<file path="src/rtl/mult_share_sched.sv">
// Round-robin scheduler that time-shares one add-shift multiplier datapath
// between two requesters and sequences its Clr_Ld/Add/Sub/Shift strobes.
module mult_share_sched #(
  parameter int ITER = 8
) (
  input  logic       Clk,
  input  logic       Reset_n,
  input  logic [1:0] Req,
  input  logic       M,
  output logic [1:0] Gnt,
  output logic [1:0] Done,
  output logic       Busy,
  output logic       Clr_Ld,
  output logic       Add,
  output logic       Sub,
  output logic       Shift,
  output logic [2:0] currentState
);

  localparam int CW = (ITER > 1) ? $clog2(ITER) : 1;

  typedef enum logic [2:0] {
    IDLE  = 3'd0,
    LOAD  = 3'd1,
    ADD   = 3'd2,
    SHIFT = 3'd3,
    DONE  = 3'd4
  } state_t;

  state_t        state;
  state_t        next_state;
  logic [CW-1:0] cnt;
  logic [1:0]    gnt;
  logic          last;
  logic          win;
  logic          cnt_last;

  // With both requesting, the one not served last time wins.
  assign win      = (Req == 2'b11) ? ~last : Req[1];
  assign cnt_last = (cnt == CW'(ITER - 1));

  always_ff @(posedge Clk or negedge Reset_n) begin
    if (!Reset_n) state <= IDLE;
    else          state <= next_state;
  end

  always_comb begin
    next_state = IDLE;
    case (state)
      IDLE:    next_state = (|Req) ? LOAD : IDLE;
      LOAD:    next_state = ADD;
      ADD:     next_state = SHIFT;
      SHIFT:   next_state = cnt_last ? DONE : ADD;
      DONE:    next_state = IDLE;
      default: next_state = IDLE;
    endcase
  end

  // Grant is latched on the IDLE->LOAD edge and held until DONE ends.
  always_ff @(posedge Clk or negedge Reset_n) begin
    if (!Reset_n) begin
      gnt  <= 2'b00;
      last <= 1'b1;
    end else begin
      case (state)
        IDLE: begin
          if (|Req) begin
            gnt  <= win ? 2'b10 : 2'b01;
            last <= win;
          end else begin
            gnt  <= 2'b00;
          end
        end
        LOAD, ADD, SHIFT: gnt <= gnt;
        default:          gnt <= 2'b00;
      endcase
    end
  end

  always_ff @(posedge Clk or negedge Reset_n) begin
    if (!Reset_n)              cnt <= '0;
    else if (state == LOAD)    cnt <= '0;
    else if (state == SHIFT)   cnt <= cnt + 1'b1;
  end

  always_comb begin
    Busy   = 1'b1;
    Clr_Ld = 1'b0;
    Add    = 1'b0;
    Sub    = 1'b0;
    Shift  = 1'b0;
    Done   = 2'b00;
    case (state)
      IDLE:  Busy = 1'b0;
      LOAD:  Clr_Ld = 1'b1;
      ADD: begin
        // The final iteration subtracts to correct the sign of the multiplier.
        if (M) begin
          if (cnt_last) Sub = 1'b1;
          else          Add = 1'b1;
        end
      end
      SHIFT: Shift = 1'b1;
      DONE:  Done = gnt;
      default: Busy = 1'b0;
    endcase
  end

  assign Gnt          = gnt;
  assign currentState = state;

endmodule

</file>
<file path="config.mk">
export PLATFORM = sky130hd
export DESIGN_NAME = mult_share_sched
export DESIGN_NICKNAME = d
export VERILOG_FILES = /design/src/rtl/mult_share_sched.sv
export SDC_FILE = /design/constraint.sdc
export NUM_CORES = 1
export LEC_CHECK = 0
export BUFFER_PORTS_ARGS = -buffer_cell sky130_fd_sc_hd__buf_2
export CORE_AREA = 3 3 40 42
export DETAILED_ROUTE_END_ITERATION = 10
export DIE_AREA = 0 0 43 45
export PLACE_DENSITY_LB_ADDON = 0.05
export SYNTH_ARGS = -nofsm -noshare
export SYNTH_HDL_FRONTEND = slang
export SYNTH_SLANG_ARGS = --single-unit
</file>
<file path="constraint.sdc">
create_clock -name Clk -period 3.21 [get_ports Clk]
set_clock_uncertainty 0.15 [all_clocks]
set_input_delay 0.1605 -clock Clk [delete_from_list [all_inputs] [get_ports Clk]]
set_output_delay 0.1605 -clock Clk [all_outputs]
set_load 0.01 [all_outputs]
</file>
-- After elaboration in Yosys (flattened, before gate mapping)
Cells that the tools add are included.
W data, S select, Z words.
- word-level logic and storage cells: 37
- output and inout bits: 12
- flip-flop bits (word level): 9
- reduce and logical (&&, ||, !) cells: 6
- muxes and demuxes: 19
- $add $sub $neg: 1
- bitwise gates (word level): 1
- equality and inequality tests: 6
- operators with widths (kind ; number):
    $pmux W3 S4 ; 1
    $mux W1 ; 11
    $mux W3 ; 3
    $eq A3 B2 Y1 const B ; 2
    $eq A3 B3 Y1 const B ; 2
    $mux W2 ; 3
    $pmux W2 S2 ; 1
    $reduce_or A4 Y1 ; 1
    $add A3 B1 Y3 const B ; 1
    $eq A3 B1 Y1 const B ; 1
    $logic_not A3 Y1 ; 1
    $reduce_or A3 Y1 ; 1
    $eq A2 B2 Y1 const B ; 1
    $reduce_and A2 Y1 ; 1
    $reduce_bool A2 Y1 ; 1
    $reduce_or A2 Y1 ; 1
    $not A1 Y1 ; 1

-- Longest topological paths before layout
Gate-level depths: netlist of run 1.
- depth after elaboration: 5
- depth in mapped cells: 4
- gate-level depth less buffers: 4

-- Worst setup path before layout of run 1
No wires, ideal clock.
- kind: register -> register
- start point: register state[0] (netlist: currentState[0])
- end point: register last
- path slack: 1755 ps
- stages on the path, launching flop included: 3
- setup time: 79 ps
- arrival time: 1226 ps
- data required time: 2981 ps
- cells stage by stage: dfrtp_1 -> or4b_4 -> a22o_1
- cells in the longest elaborated chain, start to end: 2
- ends and longest elaborated chain (element ; RTL line ; source):
    start, declared ; 30 ; state_t state;
    start signal, assigned ; 44 ; else state <= next_state;
    $logic_not A3 Y1 ; 65 ; case (state)
    $reduce_and A2 Y1 (no source line) ; - ;
    end signal, assigned ; 69 ; last <= win;
    end, declared ; 34 ; logic last;
No other way between the ends.
A chain may end at the register's enable or synchronous reset.

-- Worst setup path after layout of run 1
- start point: register state[1] (netlist: currentState[1])
- end point: output Done[1]
- cells in the longest elaborated chain, start to end: 2
- ends and longest elaborated chain (element ; RTL line ; source):
    $eq A3 B3 Y1 ; 93 ; case (state)
    $mux W2 ; 93 ;
    end, declared ; 11 ; output logic [1:0] Done,
No other way between the ends.

==> results, run 1 <==
- The width of the die is 43 µm.
- The overall global routing resource usage is 0.1112.
- The transition time at the pin with the least slew margin is between 0.3 and 0.4 ns.
- In this design, the stage delay of the slowest critical-path cell is 0.50 ns.
- Summed over all nets, the switching power comes to 0.1970 mW.
- Excluding fillers, the count of instances in the completed layout stands at 80.
- TritonCTS built the clock tree.
- The total negative slack for setup checks is 0 ns.
- Of the total power, the share spent switching nets is 0.3704.
- The total instance count after detailed placement is 73.
- The number of max-slew violations in the final report is 0.
- After synthesis, the cell types taking the most area are dfrtp_1, mux2i_1, dfstp_2, ha_1, and3_1.
- The number of levels the H-tree was split into is 1.
- The count of nets left with antenna violations after detail routing is 0.
- The kind of cell with the highest combined delay along the critical path is simple AND/OR/NAND/NOR gates.
- Traced cell by cell, the critical path runs through nor2_1 -> and3_1 -> buf_2.
- The final HPWL from detailed placement is slightly below 700 µm.
- After synthesis, the largest family of logic cells by area is simple AND/OR/NAND/NOR gates.
- Of the post-synthesis cell area, the dominant cell type holds 0.4071.
- The ratio of total power to cell area is between 800 and 900 nW/µm².
- Dividing the detail-routed via count by the number of cells gives 4.888.
- The async set-reset flop share out of synthesis is 1.000.
- The first global-routing pass estimated 1518 µm of wire.
- The element type at the critical path start is a flip-flop.
- Max-cap violations in this run came to 0.
- The post-synthesis xor/xnor area fraction is 0.01781.
- The sum of buffers and inverters on the critical path is 1.
- The number of nets in the synthesized netlist is 51.
- The number of flops mapped to enable cells by yosys is 0.
- The final hold violation count is 0.
- After global routing the overflow that remains totals 0.
- The leading area contributor after synthesis is dfrtp_1.
- The count of input and output buffers is 16.
- The post-route cell area is 621.8 µm².
- 17 I/O pins were placed.
- The total CTS buffers is 3.
- Derived from the worst setup path, the maximum achievable clock frequency is 0.5665 GHz.
- The number of warnings printed during yosys synthesis is 0.
- The number of design rule violations left after detail routing is 0.
- The number of buffers inserted by post-CTS setup repair is 0.
- Of the total power, registers draw 0.397.
- The area of placed instances is 565.5 µm².
- The detailed router placed between 300 and 400 vias in this run.
- The die boundary height is roughly 45 µm.
- In this run the worst hold path is classified as in2reg.
- The most used flip-flop cell after synthesis is dfrtp_1.
- The clock passes through at most 2 buffers.
- Measured against its own limit, the worst slew margin works out to 0.7450.
- The share of layout cells above drive strength 1 is 0.3538.
- The initial utilization of the core area, before any placement, comes to 0.3827.
- The proportion of power drawn by the clock network is 0.170.
- Of all nets on the critical path, the largest fanout is 13.
- The synthesized-area fraction occupied by adder cells is 0.05089.
- The footprint of the multi-input gates is approximately 230 µm².
- The ratio of final minimum period to clock period is 0.5499.
- IR analysis of the VDD net gives a maximum drop of 391.8 µV.
- The footprint of the flip-flops and latches is between 200 and 250 µm².
- The number of global-route vias before repair is 330.
- The gate count after technology mapping is 44.
- From synthesis to final layout, the design area changed by 26.46%.
- The die covers 1935 µm².
- The run finished with clean final reports.
- The compound-cell area share of the yosys netlist was 0.08651.
- The fraction of power consumed by combinational cells is 0.433.
- The routed wire length is 920 µm.
- The simple-gate area share of the yosys netlist is 0.2417.
- The cell-internal power is between 0.3 and 0.4 mW.
- The clock transition at the register clock pins on the worst setup and hold paths after CTS is about 0.070 ns.
- Counting I/O delays and the setup requirement, the final critical path takes 1.765 ns.
- The most common cell in the synthesized netlist is dfrtp_1.
- For this run, the share of the core covered by cells in the final layout is 0.4839.
- The path type of the worst setup path is reg2out.
- STA puts the critical path data required time at 2.90 ns.
- The register bit total from synthesis is 9.
- The post-synthesis instance area is roughly 490 µm².
- The standard cell with the maximum stage delay on the critical path is dfrtp_1.
- The mean post-synth cell area is 11.18 µm².
- The average wire length per cell after detail routing is 11.50 µm.
- The layout net count is between 70 and 80.
- Data on the critical path arrives at its endpoint at 1.45 ns.
- Setup repair after global routing left no endpoint under its margin.
- 0 antenna diodes ended up in the layout.
- The leakage power total is ~0.33 nW.
- In this run the clock root is driven by a clkbuf_4.
- The last weighted congestion value of the routability-driven placer is 0.6826.
- The later pin in the worst-skew pair is clocked with a latency of between 0.2 and 0.3 ns.
- The floorplan has 13 rows.
- The placeable core area is 1285 µm².
- The critical path capture point type is an output port.
- The maximum number of pins on one net before global-route repair is 14.
- By count the netlist is led by dfrtp_1, inv_1, and3_1, mux2i_1.
- The initial antenna violation count was 0.
- The number of different library cells used by synthesis comes to 25.
- For this run, the detailed router's first-pass iteration total came to 4.
- The proportion of synthesized area in mux cells is 0.06107.
- The final setup violation count is 0.
- The initial DRC count is 5.
- The CTS sink count is 9.
- The filler cells instantiated in the layout total 129.
- The portion of the post-synthesis area used by sequential elements is 0.4606.
[power groups by stage]
stage | Sequential, mW | Combinational [mW] | Clock (mW)
after floorplan | 0.209 | 0.163 | 0
after global placement | 0.214 | 0.222 | 0
after detailed placement | 0.214 | 0.221 | 0
after CTS | 0.212 | 0.235 | 0.0906
after global routing | 0.221 | 0.262 | 0.0981
final | 0.211 | 0.231 | 0.0905
[worst paths after layout]
kind | endpoint | slack [ns] | start | cells after the start
worst max-delay path | Done[1] | 1.44 | currentState[1] | 3
worst min-delay path | Gnt[0] | 0.10 | Req[1] | 3
worst max register to register | currentState[0] | 1.55 | currentState[1] | 2
worst min register to register | cnt[0] | 0.33 | cnt[0] | 1
max in group asynchronous | last | 2.53 | Reset_n | 2
min in group asynchronous | currentState[1] | 0.13 | Reset_n | 2
[timing repair]
action,4_1_cts,5_1_grt
endpoints found under the hold margin,10,0
hold buffers,3,0
resized for setup,0,0
[cells in the final DEF (no fill, tap or decap)]
cell type	synthesis	layout
nand2_1	2	2
and4b_1	1	1
dfstp_2	1	1
or4b_4	1	1
xnor2_1	1	1
buf_2	0	16
nor2_1	2	2
a21boi_0	1	1
and3_2	1	1
nor3_1	2	2
nand2b_1	1	1
dlygate4sd3_1	0	3
and2b_2	1	1
clkbuf_4	0	3
o2bb2ai_1	1	1
o32ai_1	1	1
o31a_1	1	1
and4_1	1	1
inv_1	4	4
clkbuf_1	0	1
ha_1	2	2
a22o_1	1	1
nor2b_1	2	2
nand3b_1	1	1
mux2i_1	3	3
and3_1	3	3
dfrtp_1	8	8
[kinds of logic (layout without fill, tap and decap cells)]
family          count (synthesis)  after routing
buf+inv                         6             27
flops                           9              9
xor+xnor                        1              1
fa+ha+maj                       2              2
compound gates                  5              5
mux                             3              3
simple gates                   18             18
[metrics by stage]
stage	setup slack (ns)	power (mW)	hold WS, ns
floorplan	1.755	0.3711	-0.2851
finish	1.445	0.5321	0.1036
global placement	1.668	0.4356	-0.1204
detailed placement	1.674	0.4346	-0.1272
global route	1.329	0.5811	0.1209
CTS	1.429	0.5376	0.09957
[layout make-up]
| cell class | count | area share |
|---|---|---|
| sequential | 9 | 0.3642 |
| timing repair buffer | 19 | 0.1771 |
| inverter | 4 | 0.02414 |
| tap | 15 | 0.03018 |
| multi-input combinational | 29 | 0.3622 |
| clock buffer | 4 | 0.04225 |
[layer usage]
layer	share of wire	wire [µm]	GRT usage
met4	0.030	28	0.1084
met3	0.090	83	0.02789
met1	0.54	495	0.1621
met5	0	0	0
met2	0.34	313	0.1257
[flip-flops by register name, summed over array words and instances, names as in the netlist]
signal and flops:
cnt 3, currentState 3, Gnt 2, last 1
[tightest hold or removal path, cell delays in order]
cell and delay (ns):
buf_2 0.09, and2b_2 0.15, o32ai_1 0.06
Note: power is estimated with default switching activity, not from simulation.
==> run 2, diff against run 1 <==
==> constraint.sdc (replaced) <==
create_clock -name Clk -period 1.6 [get_ports Clk]
set_clock_uncertainty 0.15 [all_clocks]
set_input_delay 0.08 -clock Clk [delete_from_list [all_inputs] [get_ports Clk]]
set_output_delay 0.08 -clock Clk [all_outputs]
set_load 0.01 [all_outputs]
==> results, run 2 (synthesis results as in run 1) <==
- The worst setup path is captured at an output port.
- The share of layout cells above drive strength 1 is 0.5068.
- The number of max-slew violations in the final report is 0.
- The most common cell after layout, fill and taps aside is buf_2.
- The core region is 1285 µm².
- The wire length of the first global-routing pass is about 1700 µm.
- The first detailed-routing pass took 2 iterations.
- Timing analysis after detailed placement gives a worst setup slack of 0.1359 ns.
- The number of levels the H-tree was split into is 1.
- The clock network latency to the later pin of the worst-skew pair is 0.25 ns.
- In this run the static leakage power is 0.3689 nW.
- The layout net count is 81.
- In the routed layout, each cell is associated on average with a via count of 4.773.
- For this run, the total global-route usage over all layers was measured as 0.1221.
- The TritonCTS clock tree is done.
- In this run the deepest clock path goes through 2 buffers.
- The routed layout has 420 vias.
- The shortest period the worst path allows is approximately 1.6 ns.
- Headroom to the max-slew limit came out at 0.8274.
- The final hold violation count is 0.
- The path type of the worst min-delay path is in2reg.
- The die covers 1935 µm².
- The startpoint identified for the worst hold timing path is Req[1].
- The initial utilization of the core area, before any placement, comes to 0.3827.
- Entering global routing, the biggest net connects 10 pins.
- The total instance count after detailed placement is 76.
- Leaving out fill and tap cells, the most frequent cells in the layout are buf_2, buf_4, dfrtp_1.
- The die is 43 µm wide.
- The total global routing overflow is 0.
- Compared with the post-synthesis result, the final layout area differs by 44.53%.
- The flow ran to the end, and the final reports show no timing, DRC or antenna violations.
- VDD sags by at most 784.0 µV.
- Tracing the worst setup path back leads to its startpoint at cnt[1].
- Data on the critical path arrives at its endpoint at between 1 and 1.5 ns.
- For this design, the sink count on the clock tree is 9.
- The final setup violation count is 0.
- Detailed placement ended at an HPWL of 747.4 µm.
- At the worst endpoint, the required time is 1.37 ns.
- The path type of the worst setup path is reg2out.
- The placement row count is 13.
- The congestion estimate from routability-driven global placement came to 0.6870.
- The clock transition at the register clock pins on the worst setup and hold paths after CTS is 0.06 ns.
- The count of nets left with antenna violations after detail routing is 0.
- The ratio of total power to cell area is between 1500 and 2000 nW/µm².
- The number of primary I/O pins is 17.
- The number of global-route vias before repair came to 381.
- The layout has 110 filler cells.
- The final antenna diode count is 0.
- Leaving out filler cells and counting taps, the final layout contains 88.
- In this run, CTS created clock tree buffers numbering 3.
- The die boundary height is roughly 45 µm.
- The element type at the critical path start is a flip-flop.
- Timing would allow up to 0.6280 GHz.
- The startpoint identified for the worst register-to-register timing path is currentState[0].
- The transition time at the pin with the least slew margin is about 0.26 ns.
- Setup repair after global routing could not meet its margin everywhere.
- In this run, the number of DRC markers left after iteration 0 of detailed routing was 1.
- The routed wire length is about 1100 µm.
- The average wire length per cell after detail routing is 12.03 µm.
- Dividing the final minimum period by the clock period gives 0.9952.
- The final critical-path setup slack is 0.007732 ns.
- In the routed design, unresolved DRC markers number 0.
- The number of maximum-capacitance violations is 0.
- The count of input and output buffers is 16.
- The initial antenna violation count is 0.
- The clock root buffer master is clkbuf_4.
- The maximum fanout encountered on the critical timing path is 4.
run 2: cell types whose count changed in the layout (fill, tap and decap cells not counted), moves of 2 or more:
| cell | before | now |
|---|---|---|
| buf_4 | 0 | 8 |
| ha_1 | 2 | 0 |
| dfrtp_2 | 0 | 2 |
| nor2_2 | 0 | 2 |
| dfrtp_1 | 8 | 6 |
| nor2_1 | 2 | 0 |
run 2: metal layers:
metal | wire length [µm] | vias to the layer above | GRT usage | part of all wire
met2 | 415 | 14 | 0.1557 | 0.39
met1 | 555 | 187 | 0.1791 | 0.52
li1 | - | 217 | - | -
met5 | 0 | - | 0 | 0
met4 | 13 | 0 | 0.07229 | 0.012
met3 | 75 | 2 | 0.03586 | 0.071
run 2: worst paths after layout:
check	endpoint	slack (ns)	depth (start not counted)
setup / recovery	Add	0.008	4
hold / removal	Gnt[0]	0.02	3
setup reg to reg	currentState[0]	0.10	3
hold reg to reg	Gnt[0]	0.41	2
max in group asynchronous	last	0.98	2
min in group asynchronous	Gnt[1]	0.07	2
run 2: power breakdown:
part           switching [mW]  internal, mW  total (mW)
combinational           0.283         0.380       0.664
sequential             0.0919         0.336       0.428
clock                  0.0714        0.0956       0.167
run 2: timing repair:
item / 4_1_cts / 5_1_grt
pin swaps: 1 / 1
endpoints found under the setup margin: 5 / 6
hold buffers: 3 / 0
setup buffers: 1 / 5
resized for setup: 4 / 4
endpoints found under the hold margin: 10 / 0
run 2: metrics by stage:
| stage | hold WS (ns) | util | setup TNS [ns] | power, mW | instance area [µm²] |
|---|---|---|---|---|---|
| floorplan | -0.3656 | - | 0 | 0.7446 | 491.7 |
| global placement | -0.2014 | 0.4576 | 0 | 0.9132 | 588.1 |
| detailed placement | -0.2080 | 0.4576 | 0 | 0.9183 | 588.1 |
| CTS | 0.01837 | 0.5209 | 0 | 1.166 | 669.4 |
| global route | 0.05040 | 0.5531 | -0.03938 | 1.363 | 710.7 |
| finish | 0.02295 | 0.5531 | 0 | 1.259 | 710.7 |
run 2: layout make-up:
| cell class | instances | area (µm²) | share of cell area |
|---|---|---|---|
| multi-input cells | 29 | 245.2 | 0.3451 |
| repair buffers | 27 | 176.4 | 0.2482 |
| well taps | 15 | 18.77 | 0.02641 |
| clock buffers | 4 | 26.28 | 0.03697 |
| flip-flops and latches | 9 | 229.0 | 0.3222 |
| inverters | 4 | 15.01 | 0.02113 |
run 2: critical path: stages, from the launching register on:
cell and delay, ns:
dfrtp_1 0.38, ha_2 0.20, ha_4 0.17, and4b_1 0.24, buf_2 0.13
==> run 3, diff against run 2 <==
--- a/config.mk
+++ b/config.mk
@@ -9,6 +9,7 @@
 export CORE_AREA = 3 3 40 42
 export DETAILED_ROUTE_END_ITERATION = 10
 export DIE_AREA = 0 0 43 45
+export GPL_TIMING_DRIVEN = 0
 export PLACE_DENSITY_LB_ADDON = 0.05
 export SYNTH_ARGS = -nofsm -noshare
 export SYNTH_HDL_FRONTEND = slang
==> constraint.sdc (replaced) <==
create_clock -name Clk -period 1.5 [get_ports Clk]
set_clock_uncertainty 0.15 [all_clocks]
set_input_delay 0.075 -clock Clk [delete_from_list [all_inputs] [get_ports Clk]]
set_output_delay 0.075 -clock Clk [all_outputs]
set_load 0.01 [all_outputs]
==> results, run 3 (synthesis results as in run 1) <==
- The run finished, with violations left.
- The checks that failed: setup timing.
- Setup repair after global routing could not meet its margin everywhere.
- The total negative slack for setup checks is -0.1065 ns.
- Across all setup checks in the final design, the least slack found is -0.09913 ns.
- The transition time at the pin with the least slew margin is about 0.27 ns.
- The top cell types in the final layout, fill and taps aside, are buf_2, dfrtp_1, buf_4.
- The end of the critical path is Add.
- Clock latency on the worst-skew pair, taken at its later pin, is 0.27 ns.
- Relative to the synthesized area, the layout overhead comes to 49.36%.
- The detailed router finished its first iteration with 2 violations.
- The share of total power dissipated in the clock network is 0.143.
- Overall power consumption after layout is estimated at 1.351 mW.
- Counting along the longest clock path gives a buffer depth of 2.
- The initial utilization of the core area, before any placement, comes to 0.3827.
- The net switching power is 0.4946 mW.
- The standard cell with the maximum stage delay on the critical path is dfrtp_1.
- Of the total power, the share spent switching nets is 0.3661.
- After routing the design area is 734.5 µm².
- Once detail routing completed, the nets flagged for antenna violations numbered 0.
- Clock-pin slew was measured on the worst setup and hold paths at 0.07 ns.
- The routed wire length is 1071 µm.
- For this design the static power due to leakage is ~0.38 nW.
- The area of placed instances is 590.6 µm².
- The TritonCTS clock tree is done.
- Tracing the worst setup path back leads to its startpoint at cnt[0].
- Prior to clock tree synthesis, the placed netlist has a worst setup slack of 0.03033 ns.
- The startpoint of the worst register-to-register path is currentState[2].
- The clock root buffer master is clkbuf_4.
- IR analysis of the VDD net gives a maximum drop of ~730 µV.
- The number of primary I/O pins is 17.
- The total global routing overflow is 0.
- The number of max-slew violations in the final report is 0.
- Counting the buffers created by CTS gives 3.
- The critical path in this run is classified as reg2out.
- The final antenna diode count is 0.
- The post-detailed-route via-to-cell ratio is 4.852.
- Setup violations remaining at the end of the flow were counted as 3.
- The worst reg2reg path endpoint is last.
- The path type of the worst min-delay path is in2async.
- From left edge to right edge, the die measures 43 µm.
- The average wire length per cell after detail routing is 12.17 µm.
- The initialized floorplan defines 13 standard-cell rows.
- The routed layout has 427 vias.
- The CTS sink count is 9.
- Routability-driven placement finished with a final weighted congestion of 0.6488.
- In this run the power density over the cells is ~1800 nW/µm².
- The smallest clock period supported by the final layout is computed as 1.599 ns.
- The net count of the finished layout is 81.
- Entering global routing, the biggest net connects 11 pins.
- The wire length of the first global-routing pass is 1807 µm.
- In the final layout, the share of cells above drive strength 1 is 0.5068.
- The number of cell instances on the worst register-to-register path is 3.
- The element type at the critical path start is a flip-flop.
- Headroom to the max-slew limit came out at 0.8183.
- The floorplan step set the die height to 45 µm.
- The timing-limited maximum frequency is 0.6253 GHz.
- Of the total power, combinational logic draws 0.510.
- The number of global-route vias before repair is 385.
- The overall global routing resource usage is 0.1300.
- STA classifies the critical path endpoint as an output port.
- Cell internal power was estimated by the tool at around 0.86 mW.
- Together, buffers and inverters on the worst path number 1.
- The count of input and output buffers is 16.
- For this run, the slowest stage of the critical path takes between 0.3 and 0.4 ns.
- Of the total power, registers draw 0.346.
- The final HPWL from detailed placement is 700.5 µm.
- The first detailed-routing pass ran for 3 iterations.
- The endpoint required time on the critical path is 1.27 ns.
- Max-cap violations in this run came to 0.
- For the worst setup path, the data arrival time is 1.37 ns.
- The floorplan step defined a core boundary enclosing 1285 µm².
- Of all nets on the critical path, the largest fanout is 3.
- The overall die area is approximately 1900 µm².
- Walking the worst path, the cells encountered are ha_2 -> ha_4 -> and4b_1 -> buf_2.
- The library cell used most frequently in the layout, excluding fill and tap cells, is buf_2.
- Dividing the final minimum period by the clock period gives 1.066.
- The reg-to-reg setup timing slack is 0 ns.
- The number of levels the H-tree was split into is 1.
- The final hold violation count is 0.
- For this run, design rule violations remaining after detail routing come to 0.
- The critical path runs through a total of 4 cells.
- The initial antenna violation count is 0.
- The kind of cell with the highest combined delay on the critical path is flip-flops.
run 3: cell type report:
cell class                      instances  area, µm²
Fill cell                             110      550.5
Multi-Input combinational cell         29      262.8
Sequential cell                         9      227.7
Timing Repair Buffer                   25      158.9
Clock buffer                            4      26.28
Buffer                                  2      25.02
Tap cell                               15      18.77
Inverter                                4      15.01
run 3: metrics by stage:
| stage | hold slack (ns) | util | cells |
|---|---|---|---|
| 2_1_floorplan | -0.3706 | - | 44 |
| 3_3_place_gp | -0.2097 | 0.4596 | 75 |
| 3_5_place_dp | -0.2097 | 0.4596 | 75 |
| 4_1_cts | 0.03932 | 0.5531 | 86 |
| 5_1_grt | 0.04625 | 0.5716 | 88 |
| 6_report | 0.03367 | 0.5716 | 88 |
run 3: power groups by stage:
stage,clock [mW],combinational [mW],sequential (mW)
finish,0.193,0.689,0.468
global route,0.205,0.772,0.485
CTS,0.198,0.628,0.456
detailed placement,0,0.516,0.439
global placement,0,0.510,0.438
floorplan,0,0.348,0.446
run 3: repair_timing:
| item | 4_1_cts | 5_1_grt |
|---|---|---|
| pin swaps | 1 | 3 |
| hold buffers | 3 | 0 |
| setup endpoints to repair | 6 | 6 |
| resized for setup | 9 | 2 |
| hold endpoints to repair | 12 | 0 |
| buffers inserted | 4 | 2 |
run 3: worst min-delay path by stage:
stage / startpoint / to / depth (start not counted)
floorplan: Reset_n / Gnt[0] / 0
global placement: Reset_n / currentState[2] / 1
detailed placement: Reset_n / currentState[1] / 1
CTS: Reset_n / currentState[1] / 2
global route: Reset_n / currentState[1] / 2
finish: Reset_n / currentState[1] / 2
run 3: routing by layer:
layer	vias up	wire length, µm	global-route usage
met1	194	516	0.1830
met3	4	81	0.02390
met5	-	0	0
met4	0	13	0.09036
met2	16	460	0.1796
li1	213	-	-
